==> config.mk <==
export PLATFORM = sky130hd
export DESIGN_NAME = byte_aligner
export DESIGN_NICKNAME = d
export VERILOG_FILES = /design/src/rtl/aligner_pkg.sv /design/src/rtl/byte_window_sel.sv /design/src/rtl/byte_aligner.sv
export SDC_FILE = /design/constraint.sdc
export NUM_CORES = 1
export LEC_CHECK = 0
export CORE_ASPECT_RATIO = 0.7
export CORE_MARGIN = 2
export CORE_UTILIZATION = 30
export CTS_CLUSTER_DIAMETER = 60
export DETAILED_ROUTE_END_ITERATION = 8
export SLEW_MARGIN = 20
export SYNTH_ARGS = -nofsm -noshare
export SYNTH_HDL_FRONTEND = slang
export SYNTH_HIERARCHICAL = 1
export SYNTH_SLANG_ARGS = --single-unit
==> constraint.sdc <==
create_clock -name CLK -period 3.7 [get_ports CLK]
set_input_delay 0.74 -clock CLK [delete_from_list [all_inputs] [get_ports CLK]]
set_output_delay 0.74 -clock CLK [all_outputs]
set_load 0.01 [all_outputs]
==> src/rtl/aligner_pkg.sv <==
// Shared definitions for the byte aligner: default training byte,
// FSM state encoding and confirmation counter width.
package aligner_pkg;

  localparam logic [7:0] SYNC_DEFAULT = 8'h0F;

  localparam int CONF_W = 4;

  typedef enum logic [1:0] {
    HUNT    = 2'd0,
    CONFIRM = 2'd1,
    LOCKED  = 2'd2
  } state_t;

endpackage

==> src/rtl/byte_window_sel.sv <==
// Byte window selector: extracts the byte at a given bit offset from two
// concatenated raw words and flags every offset whose window equals SYNC.
module byte_window_sel
  import aligner_pkg::*;
#(
  parameter logic [7:0] SYNC = SYNC_DEFAULT
) (
  input  logic [15:0] cat,
  input  logic [2:0]  offset,
  output logic [7:0]  sel,
  output logic [7:0]  match
);

  // Offset-selected byte plus a parallel compare of all eight windows
  always_comb begin
    sel   = cat[offset +: 8];
    match = '0;
    for (int k = 0; k < 8; k++) begin
      match[k] = (cat[k +: 8] == SYNC);
    end
  end

endmodule

==> src/rtl/byte_aligner.sv <==
// Byte aligner: hunts the SYNC byte over all bit offsets, confirms the
// offset over CONF_N consecutive words, then forwards re-aligned bytes.
module byte_aligner
  import aligner_pkg::*;
#(
  parameter logic [7:0] SYNC   = SYNC_DEFAULT,
  parameter int         CONF_N = 4
) (
  input  logic       CLK,
  input  logic       RST,
  input  logic       CLR,
  input  logic       RELOCK,
  input  logic       DIPUSH,
  input  logic [7:0] DIN,
  output logic       DOPUSH,
  output logic [7:0] DOUT,
  output logic       ALIGNED,
  output logic [2:0] OFFSET,
  output logic [7:0] SLIP_CNT
);

  localparam logic [CONF_W-1:0] CONF_LAST = CONF_W'(CONF_N);

  state_t            state, state_nxt;
  logic [CONF_W-1:0] conf_cnt, conf_nxt, conf_inc;
  logic [7:0]        din_d1, din_nxt;
  logic              have_prev, have_nxt;
  logic [2:0]        offset_nxt;
  logic [7:0]        slip_nxt, dout_nxt;
  logic              dopush_nxt, aligned_nxt;
  logic [15:0]       cat;
  logic [7:0]        win_sel, win_match;
  logic              eval;

  // Saturating increment so the slip counter never wraps
  function automatic logic [7:0] sat_inc(input logic [7:0] v);
    return (v == 8'hFF) ? v : v + 8'd1;
  endfunction

  // Lowest matching offset wins when several windows hit
  function automatic logic [2:0] lowest_hit(input logic [7:0] m);
    logic [2:0] k_sel;
    k_sel = '0;
    for (int k = 7; k >= 0; k--) begin
      if (m[k]) k_sel = 3'(k);
    end
    return k_sel;
  endfunction

  assign cat      = {DIN, din_d1};
  assign eval     = DIPUSH && have_prev;
  assign conf_inc = conf_cnt + 1'b1;

  byte_window_sel #(.SYNC(SYNC)) u_sel (
    .cat    (cat),
    .offset (OFFSET),
    .sel    (win_sel),
    .match  (win_match)
  );

  // Next-state and next-output logic; CLR dominates, RELOCK blocks evaluation
  always_comb begin
    state_nxt  = state;
    conf_nxt   = conf_cnt;
    offset_nxt = OFFSET;
    slip_nxt   = SLIP_CNT;
    dout_nxt   = DOUT;
    dopush_nxt = 1'b0;
    din_nxt    = din_d1;
    have_nxt   = have_prev;
    if (CLR) begin
      state_nxt  = HUNT;
      conf_nxt   = '0;
      offset_nxt = '0;
      slip_nxt   = '0;
      dout_nxt   = '0;
      din_nxt    = '0;
      have_nxt   = 1'b0;
    end else begin
      if (DIPUSH) begin
        din_nxt  = DIN;
        have_nxt = 1'b1;
      end
      if (RELOCK) begin
        state_nxt = HUNT;
        conf_nxt  = '0;
      end else if (eval) begin
        case (state)
          HUNT: begin
            if (|win_match) begin
              offset_nxt = lowest_hit(win_match);
              conf_nxt   = CONF_W'(1);
              state_nxt  = (CONF_N == 1) ? LOCKED : CONFIRM;
            end
          end
          CONFIRM: begin
            if (win_match[OFFSET]) begin
              conf_nxt = conf_inc;
              if (conf_inc == CONF_LAST) state_nxt = LOCKED;
            end else begin
              state_nxt = HUNT;
              slip_nxt  = sat_inc(SLIP_CNT);
            end
          end
          LOCKED: begin
            dout_nxt   = win_sel;
            dopush_nxt = 1'b1;
          end
          default: state_nxt = HUNT;
        endcase
      end
    end
    aligned_nxt = (state_nxt == LOCKED);
  end

  // FSM state register
  always_ff @(posedge CLK or posedge RST) begin
    if (RST) state <= HUNT;
    else     state <= state_nxt;
  end

  // Counters, history word and registered outputs
  always_ff @(posedge CLK or posedge RST) begin
    if (RST) begin
      conf_cnt  <= '0;
      din_d1    <= '0;
      have_prev <= 1'b0;
      OFFSET    <= '0;
      SLIP_CNT  <= '0;
      DOUT      <= '0;
      DOPUSH    <= 1'b0;
      ALIGNED   <= 1'b0;
    end else begin
      conf_cnt  <= conf_nxt;
      din_d1    <= din_nxt;
      have_prev <= have_nxt;
      OFFSET    <= offset_nxt;
      SLIP_CNT  <= slip_nxt;
      DOUT      <= dout_nxt;
      DOPUSH    <= dopush_nxt;
      ALIGNED   <= aligned_nxt;
    end
  end

endmodule
# Word-level counts from Yosys, hierarchy flattened
# Index checks and enable logic that the tools add are counted.
[word_totals] output_inout_bits=21 word_cells=92 ff_bits=36
[classes] muxes=46 n_addsub=2 reduce_logical=15 magnitude_cmp=1 shift=1 n_eq_ne=18
[ops] operator="two-way mux 8 bit" n=12
[ops] operator="equality test 8 x 4 -> 1 bit (second input constant)" n=8
[ops] operator="two-way mux 3 bit" n=13
[ops] operator="two-way mux 4 bit" n=5
[ops] operator="indexed part select 16 x 4 -> 8 bit" n=1
[ops] operator="two-way mux 2 bit" n=6
[ops] operator="nonzero test 2 bit" n=6
[ops] operator="adder 8 x 1 -> 8 bit (second input constant)" n=1
[ops] operator="equality test 8 bit (second input constant)" n=1
[ops] operator="inequality test 4 bit (second input constant)" n=2
[ops] operator="one-hot mux 4 bit (2 select lines)" n=1
[ops] operator="AND reduction 4 bit" n=2
[ops] operator="OR reduction 8 bit" n=1
[ops] operator="two-way mux 1 bit" n=7
[ops] operator="inequality test 2 bit (second input constant)" n=3
[ops] operator="one-hot mux 2 bit (3 select lines)" n=1
[ops] operator="AND reduction 5 bit" n=1
[ops] operator="adder 4 x 1 -> 4 bit (second input constant)" n=1
[ops] operator="equality test 2 bit (second input constant)" n=2
[ops] operator="equality test 4 x 3 -> 1 bit (second input constant)" n=1
[ops] operator="less-than comparator 3 x 4 -> 1 bit (second input constant)" n=1
[ops] operator="nonzero test 4 bit" n=1
[ops] operator="binary-select mux 1 bit (select 3 bit)" n=1
[ops] operator="AND reduction 3 bit" n=1
[ops] operator="4 further kinds" n=4

# Logic depth before layout (Yosys ltp)
[depth] ltp_word=14 ltp_mapped=9 mapped_depth_nobuf=7

# By module
# The synthesis kept the hierarchy.
[modules_own_cells] mod="byte_aligner" area_per_inst_um2=1928.1 n_inst=1 seq_area_each_um2=900.9 cells_per_inst=192
[modules_own_cells] mod="byte_window_sel" area_per_inst_um2=514.2 n_inst=1 seq_area_each_um2=0.0 cells_per_inst=64

# Worst setup path before layout
# Ideal clock, no wire load.
[synth_timing] path_kind="input port to flip-flop" start="in DIN[4]" end="reg SLIP_CNT[7]" t_required_ps=3575 t_arrival_ps=2629 cell_stages=7 path_slack_ps=947 path_buffers=1 path_cell_list="and4bb_1 nor4b_1 mux4_1 mux2_4 buf_6 nor4_1 mux2_2"
[synth_between] elab_chain_len=5 elab_cells_between_ends=7 cone_classes="eq/ne (4); mux (2); reduce/logical (1)"
[synth_rtl] element="from (decl)" line_no="byte_aligner.sv:14" source="input logic [7:0] DIN,"
[synth_rtl] element="equality test 8 x 4 -> 1 bit" line_no="byte_window_sel.sv:19" source="match[k] = (cat[k +: 8] == SYNC);"
[synth_rtl] element="net win_match[7]" line_no="byte_aligner.sv:32" source="logic [7:0] win_sel, win_match;"
[synth_rtl] element="binary-select mux 1 bit (select 3 bit)" line_no="byte_aligner.sv:97" source="if (win_match[OFFSET]) begin"
[synth_rtl] element="two-way mux 1 bit (not written as such)" line_no="byte_aligner.sv:97"
[synth_rtl] element="inequality test 2 bit (no source line)"
[synth_rtl] element="AND reduction 5 bit (no source line)"
[synth_rtl] element="to (signal assigned)" line_no="byte_aligner.sv:138" source="SLIP_CNT <= slip_nxt;"
[synth_rtl] element="to (decl)" line_no="byte_aligner.sv:19" source="output logic [7:0] SLIP_CNT"
# The timed path passes the listed nets, and every way through them passes these cells. The select of a mux whose other input is x is not followed.
# A chain may end at the register's enable or synchronous reset.

# Worst setup path in the final report
[layout_timing] start="in DIN[0]" end="reg OFFSET[1]"
[layout_between] elab_cells_between_ends=23 cone_classes="eq/ne (7); mux (13); reduce/logical (3)"
[layout_lines] element="equality test 8 x 4 -> 1 bit (*)" line_no="byte_window_sel.sv:19"
[layout_lines] element="net win_match[3]" line_no="byte_aligner.sv:32"
[layout_lines] element="two-way mux 3 bit (4 in a row)" line_no="byte_aligner.sv:45" source="if (m[k]) k_sel = 3'(k);"
[layout_lines] element="two-way mux 3 bit" line_no="byte_aligner.sv:90" source="if (|win_match) begin"
[layout_lines] element="two-way mux 3 bit" line_no="byte_aligner.sv:88" source="case (state)"
[layout_lines] element="two-way mux 3 bit" line_no="byte_aligner.sv:87" source="end else if (eval) begin"
[layout_lines] element="two-way mux 3 bit" line_no="byte_aligner.sv:84" source="if (RELOCK) begin"
[layout_lines] element="two-way mux 3 bit" line_no="byte_aligner.sv:71" source="if (CLR) begin"
[layout_lines] element="to (signal assigned)" line_no="byte_aligner.sv:137" source="OFFSET <= offset_nxt;"
[layout_lines] element="to (decl)" line_no="byte_aligner.sv:18" source="output logic [2:0] OFFSET,"
# Mark *: on every way through the listed nets, which the timed path passes. The rest lies on a longest branch. The select of a mux whose other input is x is not followed.

==> results.json <==
{
  "grt_usage_pct": 14.77,
  "synth-adder-area-share_pct": 1.537,
  "crit_path_start_kind": "primary input",
  "clk_path_buf_depth": 2,
  "synthSimpleGateAreaFrac_pct": 23.92,
  "tightest_slew_ns": 0.7560,
  "use_met3_pct": 3.797,
  "grt-ovfl-total": 0,
  "synth_ff_type": "dfrtp_1",
  "grt_pass1_vias": 2079,
  "remaining_drc_errors": 0,
  "relSlewSlack_pct": 49.13,
  "cts_buffers": 5,
  "ios": 34,
  "drt_iter0_markers": 101,
  "synth_area_mm2": 0.002442,
  "num_vias": 2158,
  "routedWlPerCell_um": 16.51,
  "crit_required_ns": 3.89,
  "drive_gt1_share_pct": 8.276,
  "die-area_mm2": 0.008891,
  "maxSlewViolCount": 0,
  "grt_use_met2_pct": 20.67,
  "setup_violations": 0,
  "dp.cells": 383,
  "ys_top_cells_by_area": "dfrtp_1, mux2i_1, nor2_1, mux4_1, nand2_1",
  "async_reset_ff_share_pct": 100.0,
  "netlist.area_leader.share_pct": 36.89,
  "rsz0062_at_grt": "no",
  "min_path_type": "reg2reg",
  "place.gp.congestion": 0.8605,
  "synth_nets": 272,
  "htreeDepth": 2,
  "antenna_found_initial": 0,
  "synth-edff-count": 0,
  "end_kind": "register",
  "dp_hpwl_um": 4481,
  "seq_area_frac_synth_pct": 36.89,
  "vias_per_cell": 5.519,
  "top_usage_layer": "met1",
  "grt_max_degree": 37,
  "clock_skew_ns": 0.006491,
  "met1_usage_pct": 22.00,
  "root_buffer": "clkbuf_16",
  "area_delta_synth_final_pct": 24.49,
  "synth.distinct_cells": 54,
  "arrival_ns": 3.59,
  "cts_setup_buffers": 0,
  "tritoncts": "built",
  "diodes": 0,
  "final_cells": 391,
  "num_rows": 27,
  "synth_top_family_by_area": "simple AND/OR/NAND/NOR gates",
  "outcome": "finished, final reports clean",
  "wl_um": 6457,
  "synth_compound_area_share_pct": 13.73,
  "leakage_uw": 0.001117,
  "synth_area_per_cell_um2": 9.540,
  "synth-warning-count": 6,
  "postCtsHoldBufs": 0,
  "grt_pass1_wl_um": 10510,
  "fin_crit_sh_pct": 91.83,
  "core_mm2": 0.007871,
  "clk_latency_ns": 0.28,
  "dieWidth_um": 111.8,
  "peakVddDrop_mv": 0.1798,
  "synth_area_leader_cell": "dfrtp_1",
  "timing.final.hold_violations": 0,
  "tns_ns": 0,
  "max-cap-violations": 0,
  "die_y_um": 79.49,
  "critical_path_peak_fanout": 7,
  "synthCells": 256,
  "fmax_mhz": 294.3,
  "cts_repair_resize_count": 0,
  "synthXorXnorAreaFrac_pct": 0,
  "fin_nets": 305,
  "io_buffers": 33,
  "drt-pass1-iter-count": 5,
  "post-route-min-period_ns": 3.398,
  "powerDensity_mw_per_mm2": 301.8,
  "clk_pin_slew_ns": 0.06,
  "synthMuxAreaShare_pct": 19.93,
  "clock_sinks": 36,
  "crit_type": "in2reg",
  "ant_nets": 0,
  "ys_ff_latch": 36,
  "start_util_pct": 31.03
}
path summary, 6_finish.rpt:
kind | slack (ns) | cells past startpoint | from | endpoint
worst max-delay path | 0.30 | 8 | DIN[0] | OFFSET[1]
worst min register to register | 0.52 | 2 | DOUT[2] | DOUT[2]
worst min-delay path | 0.52 | 2 | DOUT[2] | DOUT[2]
max in group asynchronous | 2.50 | 3 | RST | OFFSET[1]
min in group asynchronous | 0.86 | 3 | RST | DOPUSH
worst max register to register | 0.60 | 7 | din_d1[7] | OFFSET[1]
per-stage QoR:
stage	area, um^2	setup slack (ns)	power (uW)	hold slack (ns)	util [%]
finish	3040	0.3023	917.7	0.5175	38.63
global route	3040	0.07033	945.8	0.5356	38.63
detailed placement	2890	0.1546	490.7	0.5099	36.72
floorplan	2442	0.9465	453.1	0.4999	-
global placement	2890	0.3037	490.7	0.5079	36.72
CTS	3040	0.4483	924.1	0.5233	38.63
synthesized netlist by cell type (all sizes together) (2+ instances only):
| cell | n |
|---|---|
| nor4b | 2 |
| nand3b | 2 |
| buf | 7 |
| nor2b | 3 |
| and2 | 4 |
| nand2 | 20 |
| nor3b | 5 |
| o221ai | 4 |
| o211ai | 3 |
| mux2i | 28 |
| nand4b | 3 |
| nand4 | 2 |
| o31ai | 6 |
| or2 | 3 |
| dfrtp | 36 |
| o311ai | 3 |
| a21oi | 13 |
| nand3 | 8 |
| or3 | 2 |
| nor2 | 28 |
| nor4 | 3 |
| clkbuf | 7 |
| ha | 3 |
| or4 | 7 |
| nand4bb | 3 |
| inv | 8 |
| mux4 | 4 |
| a31oi | 3 |
| nand2b | 5 |
| mux2 | 9 |
| o22a | 2 |
| o21ai | 6 |
cell families after synthesis:
group / count (synthesis)
simple gates: 105
compound gates: 49
flops: 36
fa+ha+maj: 3
buf+inv: 22
mux: 41
state kept, by name (all words and copies together) (netlist names):
name / flops
ALIGNED: 1
DOPUSH: 1
DOUT: 8
OFFSET: 3
SLIP_CNT: 8
conf_cnt: 4
din_d1: 8
have_prev: 1
state: 2
power by group:
part           switching [uW]  total, uW  leakage, uW  internal (uW)
logic                    41.5       75.3     0.000551           33.8
clock network             165        433    0.0000701            268
registers                9.34        409     0.000496            399
total                     216        918      0.00112            702
per-layer routing:
metal  vias up  wire [um]
li1       1032          -
met5         -          0
met3         5        399
met2        73       2669
met1      1048       3309
met4         0         78
critical path, cell delays in order:
cell	delay, ns
clkdlybuf4s50_1	0.53
nand4bb_1	0.28
nand2b_1	0.21
nor3b_1	0.49
nor4_1	0.22
a2111oi_0	0.61
o311ai_0	0.27
a21oi_1	0.24
final cells by class:
cell class                      count  area, um^2
Clock buffer                        7       142.6
Inverter                            8       30.03
Timing Repair Buffer               40       382.9
Tap cell                          101       126.4
Fill cell                         782        4831
Clock inverter                      1       7.507
Multi-Input combinational cell    198        1450
Sequential cell                    36       900.9
cells in the final DEF, fill, tap and decap left out, drive strengths merged, types with 7 or more instances in the layout:
master	count
or4	7
dfrtp	36
mux2	9
nand2	20
clkdlybuf4s50	33
a21oi	13
nand3	8
nor2	28
inv	8
buf	7
mux2i	28
clkbuf	7
Note: power is estimated with default switching activity, not from simulation.
